**src/rtl/alu_wb_collector.sv**
```systemverilog
// Write-back collector between the vector-lane ALU and the VRF write arbiter.
// It forwards element results or packs compare bits into mask words, buffered in a small FIFO.
module alu_wb_collector #(
  parameter int OP_WIDTH        = 32,
  parameter int PARALLEL_IF_NUM = 4,
  parameter int FIFO_DEPTH      = 4,
  parameter int STALL_MARGIN    = 2
) (
  input  logic                                clk,
  input  logic                                rst,
  input  logic                                start_i,
  input  logic                                mask_mode_i,
  input  logic [15:0]                         beat_num_i,
  input  logic [PARALLEL_IF_NUM*OP_WIDTH-1:0] alu_o_i,
  input  logic [PARALLEL_IF_NUM-1:0]          alu_vld_i,
  input  logic [PARALLEL_IF_NUM-1:0]          alu_mask_vector_i,
  output logic                                alu_stall_o,
  output logic [PARALLEL_IF_NUM*OP_WIDTH-1:0] wb_data_o,
  output logic [PARALLEL_IF_NUM-1:0]          wb_we_o,
  output logic                                wb_mask_o,
  output logic                                wb_vld_o,
  input  logic                                wb_rdy_i,
  output logic                                busy_o,
  output logic                                done_o,
  output logic                                overflow_o
);

  localparam int DATA_W  = PARALLEL_IF_NUM * OP_WIDTH;
  localparam int ENTRY_W = DATA_W + PARALLEL_IF_NUM + 1;
  localparam int PTR_W   = $clog2(FIFO_DEPTH);
  localparam int CNT_W   = $clog2(FIFO_DEPTH) + 1;
  localparam int P_W     = $clog2(OP_WIDTH);

  typedef enum logic [1:0] {
    ST_IDLE  = 2'd0,
    ST_RUN   = 2'd1,
    ST_FLUSH = 2'd2,
    ST_DRAIN = 2'd3
  } state_t;

  state_t                     state_r;
  logic [15:0]                beat_cnt_r;
  logic [15:0]                beat_num_r;
  logic                       mask_mode_r;
  logic [P_W-1:0]             p_r;
  logic [OP_WIDTH-1:0]        word_r;
  logic                       done_r;
  logic                       overflow_r;
  logic [ENTRY_W-1:0]         mem_r [FIFO_DEPTH];
  logic [PTR_W-1:0]           wr_ptr_r;
  logic [PTR_W-1:0]           rd_ptr_r;
  logic [CNT_W-1:0]           count_r;

  logic                       beat_s;
  logic                       last_beat_s;
  logic                       wrap_s;
  logic [P_W-1:0]             p_next_s;
  logic [OP_WIDTH-1:0]        word_next_s;
  logic                       push_s;
  logic [DATA_W-1:0]          push_data_s;
  logic [PARALLEL_IF_NUM-1:0] push_we_s;
  logic                       push_mask_s;
  logic                       pop_s;
  logic                       full_s;
  logic                       accept_s;
  logic                       drop_s;
  logic                       head_vld_s;
  logic [ENTRY_W-1:0]         head_s;

  assign beat_s      = (state_r == ST_RUN) && (|alu_vld_i);
  assign last_beat_s = beat_s && (beat_cnt_r == (beat_num_r - 16'd1));
  assign wrap_s      = (p_r == P_W'(OP_WIDTH - PARALLEL_IF_NUM));
  assign p_next_s    = wrap_s ? {P_W{1'b0}} : (p_r + P_W'(PARALLEL_IF_NUM));

  assign full_s      = (count_r == CNT_W'(FIFO_DEPTH));
  assign head_vld_s  = (count_r != {CNT_W{1'b0}});
  assign pop_s       = head_vld_s && wb_rdy_i;
  // A push into a full FIFO only survives if the head leaves in the same cycle.
  assign accept_s    = push_s && (!full_s || pop_s);
  assign drop_s      = push_s && full_s && !pop_s;

  // Merge this beat's qualified compare bits into the mask word at the bit pointer.
  always_comb begin
    word_next_s = word_r;
    for (int i = 0; i < PARALLEL_IF_NUM; i++) begin
      word_next_s[p_r + P_W'(i)] = alu_mask_vector_i[i] & alu_vld_i[i];
    end
  end

  // Select what, if anything, enters the FIFO this cycle.
  always_comb begin
    push_s      = 1'b0;
    push_data_s = '0;
    push_we_s   = '0;
    push_mask_s = 1'b0;
    case (state_r)
      ST_RUN: begin
        if (beat_s && !mask_mode_r) begin
          push_s      = 1'b1;
          push_data_s = alu_o_i;
          push_we_s   = alu_vld_i;
        end else if (beat_s && wrap_s) begin
          push_s                    = 1'b1;
          push_data_s[OP_WIDTH-1:0] = word_next_s;
          push_we_s                 = {{(PARALLEL_IF_NUM-1){1'b0}}, 1'b1};
          push_mask_s               = 1'b1;
        end else begin
          push_s = 1'b0;
        end
      end
      ST_FLUSH: begin
        // The partial word waits for room rather than being dropped.
        if (!full_s) begin
          push_s                    = 1'b1;
          push_data_s[OP_WIDTH-1:0] = word_r;
          push_we_s                 = {{(PARALLEL_IF_NUM-1){1'b0}}, 1'b1};
          push_mask_s               = 1'b1;
        end else begin
          push_s = 1'b0;
        end
      end
      default: begin
        push_s = 1'b0;
      end
    endcase
  end

  // Instruction sequencing: beat counting, mask packing and completion pulse.
  always_ff @(posedge clk or posedge rst) begin
    if (rst) begin
      state_r     <= ST_IDLE;
      beat_cnt_r  <= 16'd0;
      beat_num_r  <= 16'd0;
      mask_mode_r <= 1'b0;
      p_r         <= {P_W{1'b0}};
      word_r      <= {OP_WIDTH{1'b0}};
      done_r      <= 1'b0;
    end else begin
      done_r <= 1'b0;
      case (state_r)
        ST_IDLE: begin
          if (start_i) begin
            beat_cnt_r  <= 16'd0;
            beat_num_r  <= beat_num_i;
            mask_mode_r <= mask_mode_i;
            p_r         <= {P_W{1'b0}};
            word_r      <= {OP_WIDTH{1'b0}};
            if (beat_num_i != 16'd0) begin
              state_r <= ST_RUN;
            end else begin
              done_r <= 1'b1;
            end
          end
        end
        ST_RUN: begin
          if (beat_s) begin
            beat_cnt_r <= beat_cnt_r + 16'd1;
            if (mask_mode_r) begin
              word_r <= wrap_s ? {OP_WIDTH{1'b0}} : word_next_s;
              p_r    <= p_next_s;
            end
            if (last_beat_s) begin
              state_r <= (mask_mode_r && !wrap_s) ? ST_FLUSH : ST_DRAIN;
            end
          end
        end
        ST_FLUSH: begin
          if (!full_s) begin
            word_r  <= {OP_WIDTH{1'b0}};
            p_r     <= {P_W{1'b0}};
            state_r <= ST_DRAIN;
          end
        end
        ST_DRAIN: begin
          if (!head_vld_s) begin
            state_r <= ST_IDLE;
            done_r  <= 1'b1;
          end
        end
        default: begin
          state_r <= ST_IDLE;
        end
      endcase
    end
  end

  // FIFO pointers, occupancy and the sticky drop flag.
  always_ff @(posedge clk or posedge rst) begin
    if (rst) begin
      wr_ptr_r   <= {PTR_W{1'b0}};
      rd_ptr_r   <= {PTR_W{1'b0}};
      count_r    <= {CNT_W{1'b0}};
      overflow_r <= 1'b0;
    end else begin
      if (accept_s) begin
        wr_ptr_r <= wr_ptr_r + PTR_W'(1'b1);
      end
      if (pop_s) begin
        rd_ptr_r <= rd_ptr_r + PTR_W'(1'b1);
      end
      case ({accept_s, pop_s})
        2'b10:   count_r <= count_r + CNT_W'(1'b1);
        2'b01:   count_r <= count_r - CNT_W'(1'b1);
        default: count_r <= count_r;
      endcase
      if (drop_s) begin
        overflow_r <= 1'b1;
      end
    end
  end

  // FIFO storage; an entry is written only when the push is accepted.
  always_ff @(posedge clk or posedge rst) begin
    if (rst) begin
      for (int i = 0; i < FIFO_DEPTH; i++) begin
        mem_r[i] <= {ENTRY_W{1'b0}};
      end
    end else if (accept_s) begin
      mem_r[wr_ptr_r] <= {push_mask_s, push_we_s, push_data_s};
    end
  end

  // Head is read straight from storage and blanked while the FIFO is empty.
  assign head_s      = head_vld_s ? mem_r[rd_ptr_r] : {ENTRY_W{1'b0}};
  assign wb_data_o   = head_s[DATA_W-1:0];
  assign wb_we_o     = head_s[DATA_W +: PARALLEL_IF_NUM];
  assign wb_mask_o   = head_s[ENTRY_W-1];
  assign wb_vld_o    = head_vld_s;
  assign alu_stall_o = (count_r >= CNT_W'(FIFO_DEPTH - STALL_MARGIN));
  assign busy_o      = (state_r != ST_IDLE);
  assign done_o      = done_r;
  assign overflow_o  = overflow_r;

endmodule

```
**config.mk**
```make
export PLATFORM = sky130hd
export DESIGN_NAME = alu_wb_collector
export DESIGN_NICKNAME = d
export VERILOG_FILES = /design/src/rtl/alu_wb_collector.sv
export SDC_FILE = /design/constraint.sdc
export NUM_CORES = 2
export LEC_CHECK = 0
export BUFFER_PORTS_ARGS = -buffer_cell sky130_fd_sc_hd__buf_4
export CORE_ASPECT_RATIO = 1.4
export CORE_MARGIN = 2
export CORE_UTILIZATION = 25
export CTS_BUF_LIST = sky130_fd_sc_hd__clkbuf_8
export DETAILED_ROUTE_END_ITERATION = 10
export PLACE_DENSITY = 0.5
export SLEW_MARGIN = 5
export SYNTH_ARGS = -nofsm -noshare
export SYNTH_HDL_FRONTEND = slang
export SYNTH_SLANG_ARGS = --single-unit
```
**constraint.sdc**
```tcl
create_clock -name clk -period 22.6 [get_ports clk]
set_input_delay 3.39 -clock clk [delete_from_list [all_inputs] [get_ports clk]]
set_output_delay 3.39 -clock clk [all_outputs]
set_load 0.05 [all_outputs]
```
==> summary.json <==
{
  "finish": {
    "finalCoreUtilization": 0.303,
    "filler_cell_count": 11700,
    "drive_above_1_share": 0.217,
    "area_growth_syn_to_layout_pct": 20.4,
    "nNetsFinal": 3117,
    "post_layout_nonfiller_instances": 4507
  },
  "routing": {
    "drtPass1Iterations": 5,
    "starting_drt_drc_count": 1048,
    "route.detailed.drc": 0,
    "route.final.wire_length_mm": 82.9,
    "detail_route.wl_per_cell_um": 18.4,
    "dr_total_vias": 20500,
    "drt-vias-per-instance": 4.55,
    "route.antenna.remaining_nets": 0
  },
  "floorplan": {
    "initial_core_util": 0.252,
    "floorplan.core_area_um2": 112000,
    "die_w_um": 288,
    "fp.dieH_um": 401,
    "ioPinCount": 295,
    "dieArea_um2": 115000,
    "placement_rows": 145
  },
  "global_routing": {
    "grt_first_pass_wirelength_mm": 130,
    "grt_use_total": 0.145,
    "pin_count_of_the_biggest_net_entering_global_routing": 114,
    "vias_in_the_first_global_route": 21400,
    "initial_antenna_violation_count": 4,
    "global_route.overflow_total": 0
  },
  "critical_path": {
    "crit_path_end_kind": "output port",
    "critical_path_required_ns": 19.21,
    "cp.arrival_ns": 3.66,
    "crit_path_class": "reg -> out",
    "crit_path_launch_type": "flip-flop",
    "crit_fanout": 45
  },
  "logic_synthesis": {
    "synth_seq_cells": 611,
    "xor_xnor_share_of_the_synthesized_area": 0.0106,
    "synth_area_leaders": "sky130_fd_sc_hd__dfrtp_1 54%, sky130_fd_sc_hd__mux4_2 11%, sky130_fd_sc_hd__nand2_1 9.4%, sky130_fd_sc_hd__o21ai_1 8.7%, sky130_fd_sc_hd__and2_1 3.1%",
    "ys_seq_area_frac": 0.543,
    "synth.net_count": 2887,
    "mappedNetlistArea_um2": 28100,
    "synth_top_area_frac": 0.543,
    "yosys.area_share.adder": 0.00694,
    "synth_compound_gate_area_share": 0.130,
    "synth-async-reset-ratio": 1.00,
    "post_synth_mux_area_share": 0.125,
    "synth_area_per_cell_um2": 10.4,
    "netlist.top_cell.by_area": "sky130_fd_sc_hd__dfrtp_1",
    "synthCells": 2715,
    "synthDistinctLibCells": 62,
    "synth_edf_count": 0,
    "post_synth_and_or_nand_nor_area_fraction": 0.150,
    "combinational_family_with_the_most_area_after_synthesis": "simple AND/OR/NAND/NOR gates",
    "yosysWarningCount": 0,
    "synth_ff_type": "sky130_fd_sc_hd__dfrtp_1"
  },
  "clock_tree": {
    "clock_tree.htree_level_count": 3,
    "clkTransAtPathRegs_ns": 0.06,
    "cts_root_buf": "sky130_fd_sc_hd__clkbuf_8",
    "cts_resized": 0,
    "clock_tree_from_tritoncts": "built",
    "post_cts_hold_buffer_count": 0,
    "cts_max_path_buffers": 3,
    "cts.repair_timing.setup_buffer_count": 0,
    "number_of_buffers_inserted_during_clock_tree_synthesis": 106,
    "clk_latency_ns": 0.78,
    "cts_num_sinks": 611
  },
  "status": {
    "outcome": "completed"
  },
  "timing": {
    "unrepaired_setup_endpoints_after_global_routing": "false",
    "timing_hold_violations_final": 0,
    "timing.setup.tns_ns": 0,
    "period_minus_slack_ns": 7.05,
    "timing.final.setup_violations": 0,
    "post-route-period-util": 0.312,
    "report.final.slew_viol_count": 0,
    "fmax_ghz": 0.142,
    "finalClockSkew_ns": 0.0401,
    "slew_at_the_pin_closest_to_its_max_slew_limit_ns": 1.28,
    "relSlewSlack": 0.137
  },
  "worst_hold_path": {
    "min_path_type": "reg -> reg"
  },
  "pwr": {
    "irDropWorstVdd_mv": 0.0593,
    "power-per-cell-area_nw_per_um2": 140,
    "total_power_uw": 4740,
    "leakage_uw": 0.0147
  },
  "placed_design": {
    "hpwl_mm": 52.8,
    "placed_instance_count": 4307,
    "port-buffer-count": 294,
    "gp_congestion": 0.780
  },
  "flow_run": {
    "max_cap_violations": 0
  }
}
-- final timing paths --
path / from / to / slack, ns / cells past startpoint
max reg2reg: state_r[1] / mem_r[437] / 18.24 / 11
min reg2reg: mem_r[379] / mem_r[379] / 0.48 / 2
min: mem_r[379] / mem_r[379] / 0.48 / 2
min in group asynchronous: rst / mem_r[124] / 2.75 / 2
max: rd_ptr_r[0] / wb_data_o[57] / 15.55 / 4
max in group asynchronous: rst / mem_r[61] / 16.71 / 5
-- cells in the mapped netlist, drive strengths merged (2+ instances only) --
cell	number
nor3b	2
nor3	15
o2111ai	2
nand3	16
o31ai	2
nand4	11
mux2	18
mux2i	31
o21ai	598
nor4	10
a22oi	32
or4	3
nor2	36
xor2	18
mux4	133
o41ai	2
nand3b	3
nor2b	5
nand2	703
or3	6
buf	85
a311oi	2
clkbuf	119
a21oi	16
a22o	20
ha	14
nand2b	2
or2	2
and2	139
and4	2
and3	4
inv	24
xnor2	16
dfrtp	611
-- through the flow --
step	worst slack [ns]	cell area [µm²]	hold WS, ns
CTS	15.29	33900	0.481
global placement	15.22	31600	0.457
floorplan	2.10	28100	0.445
finish	15.55	33900	0.476
global route	15.23	33900	0.496
detailed placement	15.10	31600	0.460
-- power by group --
part / internal (µW) / leakage (µW) / switching, µW
clock: 579 / 0.00131 / 489
sequential: 1460 / 0.00836 / 257
combinational: 694 / 0.00502 / 1260
total: 2730 / 0.0147 / 2000
-- layout by cell type (no fill, tap or decap), drive strengths merged, types with 18 or more instances in the layout --
cell / netlist / final
nor2: 36 / 36
o21ai: 598 / 598
mux4: 133 / 133
mux2: 18 / 18
and2: 139 / 139
xor2: 18 / 18
mux2i: 31 / 31
inv: 24 / 70
dfrtp: 611 / 611
buf: 85 / 326
clkbuf: 119 / 140
a22oi: 32 / 32
a22o: 20 / 20
nand2: 703 / 703
-- registers in the layout, indices dropped and copies added, names as in the netlist --
register     flops
wr_ptr_r         2
count_r          3
word_r          32
p_r              3
overflow_o       1
mem_r          532
mask_mode_r      1
state_r          2
rd_ptr_r         2
beat_num_r      16
beat_cnt_r      16
done_o           1
-- layer usage --
metal / share of wire / vias to the layer above / GRT usage
met5: 0.00033 / - / 0
met4: 0.029 / 4 / 0.0551
met3: 0.042 / 126 / 0.0253
met2: 0.49 / 436 / 0.239
met1: 0.44 / 9999 / 0.190
li1: - / 9936 / -
-- logic make-up after synthesis --
group,count (synthesis)
AND/OR/NAND/NOR,960
XOR/XNOR,34
buffers and inverters,228
flip-flops,611
multiplexers,182
adder cells (fa/ha/maj),15
AO/OA/AOI/OAI,685
-- worst max-delay path, cell delays in order (launching register included) --
cell and delay, ns:
sky130_fd_sc_hd__dfrtp_4 0.91, sky130_fd_sc_hd__buf_4 0.90, sky130_fd_sc_hd__mux4_2 0.59, sky130_fd_sc_hd__and2_1 0.23
sky130_fd_sc_hd__buf_4 0.21
-- cell type report --
cell class | count | area [µm²] | share of cell area
Multi-Input combinational cell | 1876 | 11900 | 0.352
Timing Repair Buffer | 326 | 2450 | 0.0723
Inverter | 24 | 100 | 0.00296
Tap cell | 1470 | 1840 | 0.0543
Clock buffer | 140 | 1930 | 0.0569
Antenna cell | 1 | 2.50 | 0.0000739
Sequential cell | 611 | 15300 | 0.452
Clock inverter | 59 | 333 | 0.00983
Note: power is estimated with default switching activity, not from simulation.
